<file path="config.mk">
export PLATFORM = sky130hd
export DESIGN_NAME = uart_cmd_master
export DESIGN_NICKNAME = d
export VERILOG_FILES = /design/src/rtl/uart_cmd_master.sv
export SDC_FILE = /design/constraint.sdc
export NUM_CORES = 1
export LEC_CHECK = 0
export ABC_AREA = 1
export CORE_ASPECT_RATIO = 1.4
export CORE_MARGIN = 2
export CORE_UTILIZATION = 51
export DETAILED_ROUTE_END_ITERATION = 16
export PLACE_DENSITY = 0.9
export SLEW_MARGIN = 20
export SYNTH_ARGS = -nofsm -noshare
export SYNTH_HDL_FRONTEND = slang
export SYNTH_SLANG_ARGS = --single-unit
export TNS_END_PERCENT = 50
</file>
<file path="constraint.sdc">
create_clock -name CLK -period 1.7 [get_ports CLK]
set_input_delay 0.17 -clock CLK [delete_from_list [all_inputs] [get_ports CLK]]
set_output_delay 0.17 -clock CLK [all_outputs]
set_load 0.03 [all_outputs]
</file>
<file path="src/rtl/uart_cmd_master.sv">
// Host-side initiator for the UART command protocol: serializes one command
// into its byte frame over a TX handshake, then collects 0..2 response bytes
// from the receiver and reports them as one response word plus error status.
module uart_cmd_master #(
   parameter int TIMEOUT_CYCLES = 4096,
   parameter int TO_W           = 12
) (
   input  logic        CLK,
   input  logic        RST,
   input  logic        CMD_VALID,
   output logic        CMD_READY,
   input  logic [1:0]  CMD_TYPE,
   input  logic [3:0]  CMD_ADDR,
   input  logic [7:0]  CMD_WDATA,
   input  logic [7:0]  CMD_OPA,
   input  logic [7:0]  CMD_OPB,
   input  logic [3:0]  CMD_FUN,
   output logic [7:0]  TX_DATA,
   output logic        TX_VALID,
   input  logic        TX_READY,
   input  logic [7:0]  RX_DATA,
   input  logic        RX_VALID,
   input  logic        RX_PAR_ERR,
   input  logic        RX_FRM_ERR,
   output logic [15:0] RSP_DATA,
   output logic        RSP_VALID,
   output logic [1:0]  RSP_ERR,
   output logic        BUSY
);

   typedef enum logic [2:0] {IDLE, SEND, WAIT_LO, WAIT_HI, DONE} state_t;

   localparam logic [1:0]      T_WR   = 2'b00;
   localparam logic [1:0]      T_RD   = 2'b01;
   localparam logic [1:0]      T_ALU  = 2'b10;
   localparam logic [TO_W-1:0] TO_END = TO_W'(TIMEOUT_CYCLES - 1);

   state_t          state_q, state_d;
   logic [1:0]      type_q;
   logic [3:0]      addr_q, fun_q;
   logic [7:0]      wdata_q, opa_q, opb_q;
   logic [1:0]      idx_q, idx_d;
   logic [TO_W-1:0] cnt_q, cnt_d;
   logic [15:0]     rsp_data_q, rsp_data_d;
   logic [1:0]      rsp_err_q, rsp_err_d;
   logic [7:0]      frame_byte;
   logic [1:0]      last_idx;
   logic            accept, rx_bad;

   assign accept = CMD_VALID && (state_q == IDLE);
   assign rx_bad = RX_PAR_ERR || RX_FRM_ERR;

   // Frame byte selected by the latched command type and the byte index.
   always_comb begin
      frame_byte = 8'h00;
      last_idx   = 2'd0;
      case (type_q)
         2'b00: begin
            last_idx = 2'd2;
            case (idx_q)
               2'd0:    frame_byte = 8'hAA;
               2'd1:    frame_byte = {4'h0, addr_q};
               default: frame_byte = wdata_q;
            endcase
         end
         2'b01: begin
            last_idx   = 2'd1;
            frame_byte = (idx_q == 2'd0) ? 8'hBB : {4'h0, addr_q};
         end
         2'b10: begin
            last_idx = 2'd3;
            case (idx_q)
               2'd0:    frame_byte = 8'hCC;
               2'd1:    frame_byte = opa_q;
               2'd2:    frame_byte = opb_q;
               default: frame_byte = {4'h0, fun_q};
            endcase
         end
         default: begin
            last_idx   = 2'd1;
            frame_byte = (idx_q == 2'd0) ? 8'hDD : {4'h0, fun_q};
         end
      endcase
   end

   // Next-state logic: frame sequencing, response capture, error/timeout.
   always_comb begin
      state_d    = state_q;
      idx_d      = idx_q;
      cnt_d      = cnt_q;
      rsp_data_d = rsp_data_q;
      rsp_err_d  = rsp_err_q;
      case (state_q)
         IDLE: begin
            if (CMD_VALID) begin
               idx_d      = 2'd0;
               rsp_data_d = 16'h0000;
               rsp_err_d  = 2'b00;
               state_d    = SEND;
            end
         end
         SEND: begin
            if (TX_READY) begin
               if (idx_q == last_idx) begin
                  idx_d   = 2'd0;
                  cnt_d   = '0;
                  state_d = (type_q == T_WR) ? DONE : WAIT_LO;
               end else begin
                  idx_d = idx_q + 2'd1;
               end
            end
         end
         WAIT_LO: begin
            if (RX_VALID) begin
               if (rx_bad) begin
                  rsp_err_d[1] = 1'b1;
                  state_d      = DONE;
               end else begin
                  rsp_data_d[7:0] = RX_DATA;
                  cnt_d           = '0;
                  state_d         = (type_q == T_RD) ? DONE : WAIT_HI;
               end
            end else if (cnt_q == TO_END) begin
               rsp_err_d[0] = 1'b1;
               state_d      = DONE;
            end else begin
               cnt_d = cnt_q + 1'b1;
            end
         end
         WAIT_HI: begin
            if (RX_VALID) begin
               if (rx_bad) rsp_err_d[1] = 1'b1;
               else        rsp_data_d[15:8] = RX_DATA;
               state_d = DONE;
            end else if (cnt_q == TO_END) begin
               rsp_err_d[0] = 1'b1;
               state_d      = DONE;
            end else begin
               cnt_d = cnt_q + 1'b1;
            end
         end
         DONE:    state_d = IDLE;
         default: state_d = IDLE;
      endcase
   end

   // Control and response state registers.
   always_ff @(posedge CLK or negedge RST) begin
      if (!RST) begin
         state_q    <= IDLE;
         idx_q      <= 2'd0;
         cnt_q      <= '0;
         rsp_data_q <= 16'h0000;
         rsp_err_q  <= 2'b00;
      end else begin
         state_q    <= state_d;
         idx_q      <= idx_d;
         cnt_q      <= cnt_d;
         rsp_data_q <= rsp_data_d;
         rsp_err_q  <= rsp_err_d;
      end
   end

   // Command fields captured on accept so the host may change inputs after.
   always_ff @(posedge CLK or negedge RST) begin
      if (!RST) begin
         type_q  <= T_WR;
         addr_q  <= 4'h0;
         wdata_q <= 8'h00;
         opa_q   <= 8'h00;
         opb_q   <= 8'h00;
         fun_q   <= 4'h0;
      end else if (accept) begin
         type_q  <= CMD_TYPE;
         addr_q  <= CMD_ADDR;
         wdata_q <= CMD_WDATA;
         opa_q   <= CMD_OPA;
         opb_q   <= CMD_OPB;
         fun_q   <= CMD_FUN;
      end
   end

   // Outputs decode straight from registered state; TX_VALID therefore
   // drops as soon as the asynchronous reset clears the state register.
   assign CMD_READY = (state_q == IDLE);
   assign BUSY      = (state_q != IDLE);
   assign TX_VALID  = (state_q == SEND);
   assign TX_DATA   = (state_q == SEND) ? frame_byte : 8'h00;
   assign RSP_VALID = (state_q == DONE);
   assign RSP_DATA  = rsp_data_q;
   assign RSP_ERR   = rsp_err_q;

   // T_ALU documents the encoding; ALU op and nop share the response path.
   logic unused_ok;
   assign unused_ok = &{1'b0, T_ALU};

endmodule

</file>
* After elaboration in Yosys (flattened, before gate mapping)
Index checks and enable logic that the tools add are counted.
** Operators by class
- $add $sub $neg :: 2
- Eq/ne operators :: 23
- Multiplexer cells :: 38
- Reductions and logical operators :: 19
** Operators by type and width (count)
- 12-bit two-way mux :: 6
- 8-bit one-hot mux with 2 select lines :: 3
- 8-bit one-hot mux with 3 select lines :: 2
- 8-bit two-way mux :: 5
- 12-bit one-hot mux with 3 select lines :: 1
- 3-bit two-way mux :: 9
- 16-bit two-way mux :: 1
- 4-bit AND reduction :: 4
- 2-bit inequality test, second input constant :: 7
- 12-bit by 1-bit adder with 12-bit output, second input constant :: 1
- 12-bit equality test, second input constant :: 1
- 2-bit one-hot mux with 2 select lines :: 3
- 3-bit one-hot mux with 4 select lines :: 1
- 2-bit by 1-bit inequality test with 1-bit output, second input constant :: 5
- 2-bit nonzero test :: 4
- 3-bit by 2-bit equality test with 1-bit output, second input constant :: 2
- 2-bit two-way mux :: 3
- 3-bit AND reduction :: 2
- 3-bit nonzero test :: 2
- 5-bit AND reduction :: 1
- 2-bit by 1-bit equality test with 1-bit output, second input constant :: 2
- 2-bit equality test, second input constant :: 2
- 2-bit logical NOT :: 2
- 1-bit two-way mux :: 4
- other kinds (9) :: 9
** Storage, ports and cells
- Output and inout port bits :: 30
- Word-level logic and storage cells :: 95
- Register bits after elaboration :: 69

* Depth between registers and ports, before layout
Gate-level depths: netlist of the first run.
- Depth after elaboration :: 6
- Gate-level depth with buffers :: 10
- Gate-level depth less buffers :: 9

* Worst setup path before layout of the first run
Ideal clock, no wire load.
- Kind :: register to output
- Start :: register idx_q[1]
- End :: output TX_DATA[6]
- Data required time :: 1.530 ns
- Arrival :: 1.981 ns
- Buffers on the path :: 1
- Slack :: -0.451 ns
- Stages on the path, launching flop included :: 8
- Cell sequence :: dfrtp_1 inv_1 ha_1 clkbuf_1 nand2_1 nand3_1 nand2_1 a311oi_1
** Between the ends
- Cells in the longest elaborated chain, start to end :: 4
- Elaborated cells between the ends (all ways) :: 8
- Those cells by class :: eq/ne (2); mux (5); reduce/logical (1)
** RTL lines
- start, declared :: line 42 : logic [1:0] idx_q, idx_d;
- start signal, assigned :: line 157 : idx_q <= idx_d;
- 2-bit equality test (tied with other cells) :: line 72 : case (idx_q)
- 8-bit one-hot mux with 3 select lines (tied with other cells) :: line 72
- 8-bit one-hot mux with 3 select lines * :: line 57 : case (type_q)
- 8-bit two-way mux * :: line 188 : assign TX_DATA = (state_q == SEND) ? frame_byte : 8'h00;
- end, declared :: line 18 : output logic [7:0] TX_DATA,
Mark *: on every way between the ends. The rest lies on a longest branch, timed or not.

* Final worst setup path of the first run
- Start :: register idx_q[0]
- End :: output TX_DATA[2]
** Between the ends
- Cells in the longest elaborated chain, start to end :: 4
- Elaborated cells between the ends (all ways) :: 9
- Those cells by class :: eq/ne (2); mux (6); reduce/logical (1)
** RTL lines (line)
- 2-bit equality test (tied with other cells) :: 72
- 8-bit one-hot mux with 3 select lines (tied with other cells) :: 72
- 8-bit one-hot mux with 3 select lines * :: 57
- 8-bit two-way mux * :: 188
Marks and branches as above.

==> metrics.txt, run 1 <==
run status=finished, violations left; failing checks=setup timing; Tot GR Track Use=27.96%; synth warn=0; worst vdd ir=0.001365 V; total wire length=10950 microns; multi-input logic area=0.001888 sq mm; commonest non-fill, non-tap cell in the layout=nand2_1; Clk Tree Root Cell=clkbuf_8; Placement Setup Slack=-285.0 ps; Leakage=2.627 nW; Critical Path Slowest Stage Cell=dfrtp_2; max-slew violation count=0; Worst Path Arrival=1980 ps; CTS tree=done; Syn Area/Cell=7.429 sq um; filler cell count=477; Initial DRC Count=206; num rows=36; CTS Sinks=69; Pwr Density=1723 mW/mm^2; Hold Path Depth=3; Worst R2R End=cnt_q[4]; CTS buffer count=9; fmax=465.3 MHz; Post-DP Area=0.004843 sq mm; Setup crit end kind=output port; synthesized cell area=0.003700 sq mm; port bufs=78; die height=104.8 microns; post-detail-place hpwl=7462 microns; CORE AREA=0.006982 sq mm; Vias/cell=5.373; Final #Nets=677; hold crit path type=primary input to register; via count=3885; Critical Path Start Type=register; die width=75.99 microns; first-pass iteration count of the detailed router=5; Hold Violations, Final=0; Design Area, Final=0.005298 sq mm; worst r2r src=type_q[1]; worst reg-to-reg path cell count=10; most used routing layer=met2; Final Skew=9.687 ps; CP bufs+invs=6; Worst Path Max Fanout=4; Setup Crit Path Kind=register to output port; setup_tns=-2912 ps; Gate Count Post-Synth=498; n_diodes=0; vias in the first global route=3940; Post-Route Utilization=75.88%; slew margin rel.=65.39%; commonest cells after routing, fill and taps aside=196 x nand2_1, 68 x dfrtp_1, 65 x clkdlybuf4s50_1, 43 x buf_4, 38 x nand3_1; GR met3 Demand/Resource=5.699%; post-synth cell types=39; sequence of cells on the critical path=inv_4 > ha_4 > inv_2 > buf_6 > nand2_4 > nor2_4 > buf_6 > a32oi_1 > o21ai_1 > nand2_1 > inv_2 > buf_6; first-pass GRT wire length=17830 microns; RSZ-0062 raised after global routing=true; max incr delay on CP=470 ps; met1 usage=31.10%; part of the cycle the worst path needs=126.4%; htree depth=3; sequential cell area fraction in the yosys report=46.67%; Critical Path RT=1530 ps; Avg WL per Cell=15.14 microns; max-cap viol count=0; DR DRC count=0; largest net degree at the start of global routing=41; Reg area=0.001728 sq mm; Routed Antenna Nets=0; share of post-route cells with drive strength above 1=21.34%; #FFs+latches synth=69; Hold Startpoint=CMD_OPA[4]; met2 GRT Util=50.64%; Layout area overhead=43.19%; Worst Hold Slack=350.0 ps; WHS Endpoint=opa_q[4]; worst skew pair latency=350 ps; register-to-register setup slack=0 ps; initial core utilization=52.99%; total I/O pin count=79; grt total ovfl=0; Worst-Margin Slew=519.2 ps; Synth Net Count=552; GPL Wtd Cong=0.9234; most used cell, CP=buf_6; CTS max path bufs=2; worst setup margin=-449.3 ps; clock-pin slew on the worst setup and hold paths=80 ps; minimum clock period=2149 ps; kind of cell adding the most delay to the critical path=buffers and inverters; final setup violation count=8; initial antenna violation count=0; die area=0.007962 sq mm
## worst max-delay path by stage
stage | from | to | slack [ps] | cells past startpoint
finish | idx_q[0] | TX_DATA[2] | -450 | 12
global route | idx_q[0] | TX_DATA[2] | -540 | 12
CTS | idx_q[0] | TX_DATA[6] | -390 | 8
detailed placement | idx_q[0] | TX_DATA[5] | -280 | 7
global placement | idx_q[0] | TX_DATA[5] | -240 | 7
floorplan | state_q[0] | TX_DATA[0] | -100 | 4
## synthesized netlist by cell type (all sizes together)
master   instances  area, sq um
a21oi           11        55.05
a22o             3        26.28
a22oi            1        7.510
a311oi           1        8.760
a31oi            2        12.51
a32oi            1        8.760
a41oi            1        8.760
buf             10        61.30
clkbuf           4        15.01
clkinv           1        3.750
dfrtp           69         1727
ha               5        62.56
inv             42        162.6
nand2          204        783.3
nand3           45        242.7
nand3b           2        15.01
nand4            4        25.02
nor2            44        190.2
nor3             6        41.29
o2111ai          1        8.760
o211ai           4        30.03
o21a             1        7.510
o21ai           30        150.1
o21bai           1        7.510
or2              2        12.51
xnor2            2        17.52
xor2             1        8.760
## what timing repair did
action,4_1_cts,5_1_grt
pin swaps,12,11
resized for setup,48,30
endpoints found under the setup margin,10,52
endpoints found under the hold margin,69,0
setup buffers,5,4
hold buffers,1,0
## sequential cells by signal, indices dropped and copies added (netlist names), 3 cells and up
| name | count |
|---|---|
| state_q | 3 |
| wdata_q | 8 |
| opa_q | 8 |
| RSP_DATA | 16 |
| addr_q | 4 |
| opb_q | 8 |
| fun_q | 4 |
| cnt_q | 12 |
## worst register-to-register path: cells and delay by family, from the launching register on
family,cells,cell delay [ps]
and+or+nand+nor,6,590
DFF,1,420
buffers and inverters,3,390
AOI/OAI and AO/OA,1,210
## cells by family (layout without fill, tap and decap cells)
| group | count (synthesis) | count (layout) | synth area share, % |
|---|---|---|---|
| buffers and inverters | 57 | 187 | 6.560 |
| adder cells (fa/ha/maj) | 5 | 5 | 1.691 |
| AO/OA/AOI/OAI | 57 | 57 | 8.962 |
| flip-flops | 69 | 69 | 46.67 |
| AND/OR/NAND/NOR | 307 | 307 | 35.41 |
| XOR/XNOR | 3 | 3 | 0.7103 |
## layer usage
metal	up-vias	wire (microns)
met5	-	0
met4	0	317
met3	30	661
met2	189	5958
met1	1824	4012
li1	1842	-
## power by group
| group | total, W | switching, W | internal [W] | leakage, nW |
|---|---|---|---|---|
| Sequential | 0.00259 | 0.000421 | 0.00217 | 0.899 |
| Combinational | 0.00517 | 0.00306 | 0.00211 | 1.63 |
| Clock | 0.00136 | 0.000644 | 0.000720 | 0.0995 |
## area by class of cell
type	count	area share, %
flip-flops and latches	69	32.62
multi-input cells	372	35.64
repair buffers	128	22.41
clock inverters	5	1.134
well taps	95	2.244
inverters	43	3.283
clock buffers	11	2.669
## metrics by stage
step	std cells	power, W
finish	723	0.009129
global route	723	0.009693
CTS	720	0.008788
detailed placement	698	0.007001
global placement	698	0.006894
floorplan	498	0.005262
(Power assumes the default switching activity.)
==> inputs of run 2 (changes only) <==
--- a/config.mk
+++ b/config.mk
@@ -10,7 +10,7 @@
 export CORE_MARGIN = 2
 export CORE_UTILIZATION = 51
 export DETAILED_ROUTE_END_ITERATION = 16
-export PLACE_DENSITY = 0.9
+export PLACE_DENSITY = 0.91
 export SLEW_MARGIN = 20
 export SYNTH_ARGS = -nofsm -noshare
 export SYNTH_HDL_FRONTEND = slang
==> run 2 against run 1 <==
The run still ends with setup timing left. Clock power rose by 24%. Critical path depth fell by 2. Clock-buffer cell count did not move. Design area rose by 2.3%. Highest routed layer unchanged.
==> metrics.txt, run 2 (synthesized netlist as in run 1, its figures left out) <==
run status=finished, violations left; failing checks=setup timing; sw frac=45.11%; Placement Setup Slack=-107.1 ps; initial antenna violation count=0; Critical Path RT=1530 ps; Leakage=2.669 nW; commonest non-fill, non-tap cell in the layout=nand2_1; first-pass GRT wire length=17700 microns; Worst Path Max Fanout=6; GPL Wtd Cong=0.9386; worst setup margin=-433.0 ps; hold crit path type=primary input to register; Comb pwr share=55.5%; grt total ovfl=0; die height=104.8 microns; sequence of cells on the critical path=inv_4 > ha_4 > buf_6 > nor2_2 > a21oi_1 > o21ai_0 > o2111ai_1 > nand2_1 > inv_2 > buf_6; Worst R2R End=cnt_q[5]; CTS tree=done; die area=0.007962 sq mm; kind of cell adding the most delay to the critical path=flip-flops; fmax=468.8 MHz; Worst-Margin Slew=537.7 ps; filler cell count=443; worst skew pair latency=360 ps; Clock Power Share=17.3%; htree depth=3; CTS buffer count=9; slew margin rel.=64.15%; Levels on crit path=10; final total power=0.009764 W; Hold Violations, Final=0; worst setup path end=TX_DATA[3]; max incr delay on CP=460 ps; Worst Path Arrival=1960 ps; CTS Sinks=69; Setup crit end kind=output port; Post-DP Area=0.004803 sq mm; max-slew violation count=0; first-pass iteration count of the detailed router=5; internal power=0.005359 W; post-detail-place hpwl=7274 microns; Avg WL per Cell=16.04 microns; Tot GR Track Use=27.85%; sequential share of power=27.2%; share of post-route cells with drive strength above 1=22.35%; commonest cells after routing, fill and taps aside=189 x nand2_1, 67 x dfrtp_1, 65 x clkdlybuf4s50_1, 35 x nand3_1, 32 x buf_4; CORE AREA=0.006982 sq mm; worst reg-to-reg path cell count=10; CP bufs+invs=4; Critical Path Start Type=register; Reg area=0.001729 sq mm; via count=3963; Initial DRC Count=293; clock-pin slew on the worst setup and hold paths=80 ps; worst r2r src=state_q[0]; Psw=0.004405 W; n_diodes=0; Layout area overhead=46.47%; initial core utilization=52.99%; Routed Antenna Nets=0; Clk Tree Root Cell=clkbuf_8; vias in the first global route=3961; port bufs=78; die width=75.99 microns; most used cell, CP=buf_6; multi-input logic area=0.001972 sq mm; number of flip-flops in the largest register=16; Pwr Density=1802 mW/mm^2; num rows=36; total I/O pin count=79; CTS max path bufs=2; worst setup path startpoint=idx_q[0]; Vias/cell=5.527; Setup Crit Path Kind=register to output port; register-to-register setup slack=80 ps; worst vdd ir=0.001423 V; Critical Path Slowest Stage Cell=dfrtp_2; setup_tns=-2799 ps; DR DRC count=0; total wire length=11500 microns; largest net degree at the start of global routing=42; final setup violation count=8; part of the cycle the worst path needs=125.5%; Final Skew=11.60 ps; RSZ-0062 raised after global routing=true; Final #Nets=671; max-cap viol count=0; Post-Route Utilization=77.62%; minimum clock period=2133 ps; Design Area, Final=0.005419 sq mm
==> run 2: cell types whose count changed in the layout (fill, tap and decap cells not counted), moves of 3 or more <==
cell     delta
inv_4       +3
nand2_2     +7
buf_4      -11
inv_2       -4
buf_6       +4
nand2_1     -7
nand3_1     -3
==> run 2: how the worst min path moves through the flow <==
stage	startpoint	endpoint	slack (ps)	cells after the start
finish	CMD_FUN[3]	fun_q[3]	340	3
global route	CMD_WDATA[7]	wdata_q[7]	350	3
floorplan	RST	RSP_DATA[0]	-130	0
global placement	RST	cnt_q[11]	200	2
detailed placement	RST	cnt_q[6]	210	2
CTS	CMD_FUN[3]	fun_q[3]	340	3
==> run 2: metal layers <==
| metal | track usage, % | up-vias | share of wire [%] |
|---|---|---|---|
| met2 | 51.79 | 191 | 53 |
| met1 | 28.68 | 1873 | 35 |
| met3 | 5.786 | 70 | 6.1 |
| met4 | 15.84 | 0 | 6.0 |
| met5 | 0 | - | 0 |
| li1 | - | 1829 | - |
==> run 2: stage by stage <==
| stage | hold slack [ps] | cells |
|---|---|---|
| global route | 354.9 | 717 |
| finish | 335.9 | 717 |
| global placement | 201.2 | 693 |
| detailed placement | 209.3 | 693 |
| CTS | 336.0 | 716 |
| floorplan | -125.6 | 498 |
==> run 2: power groups by stage <==
stage | sequential (W) | combinational [W] | clock (W)
floorplan | 0.00259 | 0.00267 | 0
global placement | 0.00258 | 0.00422 | 0
detailed placement | 0.00260 | 0.00431 | 0
CTS | 0.00259 | 0.00493 | 0.00168
global route | 0.00269 | 0.00575 | 0.00176
finish | 0.00265 | 0.00542 | 0.00169
==> run 2: repair_timing <==
item / in CTS / in global routing
setup buffers: 5 / 1
endpoints found under the hold margin: 69 / 0
hold buffers: 1 / 0
setup endpoints to repair: 13 / 62
resized for setup: 58 / 38
pin swaps: 20 / 17
gates cloned: 1 / 0
==> run 2: worst register-to-register path, stage by stage (launching register included) <==
cell     delay [ps]
dfrtp_2         420
inv_2            90
nor3_4          200
buf_4           170
buf_4           120
buf_4           120
nand2_4          80
nand2_4         130
inv_4            70
nand2_1          80
nand2_1          50
==> run 2: final cells by class <==
class                   instances  share of cell area (%)
multi-input cells             372                   36.39
flip-flops and latches         69                   31.91
repair buffers                122                   21.68
inverters                      43                   3.256
clock buffers                  11                   2.609
well taps                      95                   2.193
clock inverters                 5                   1.963
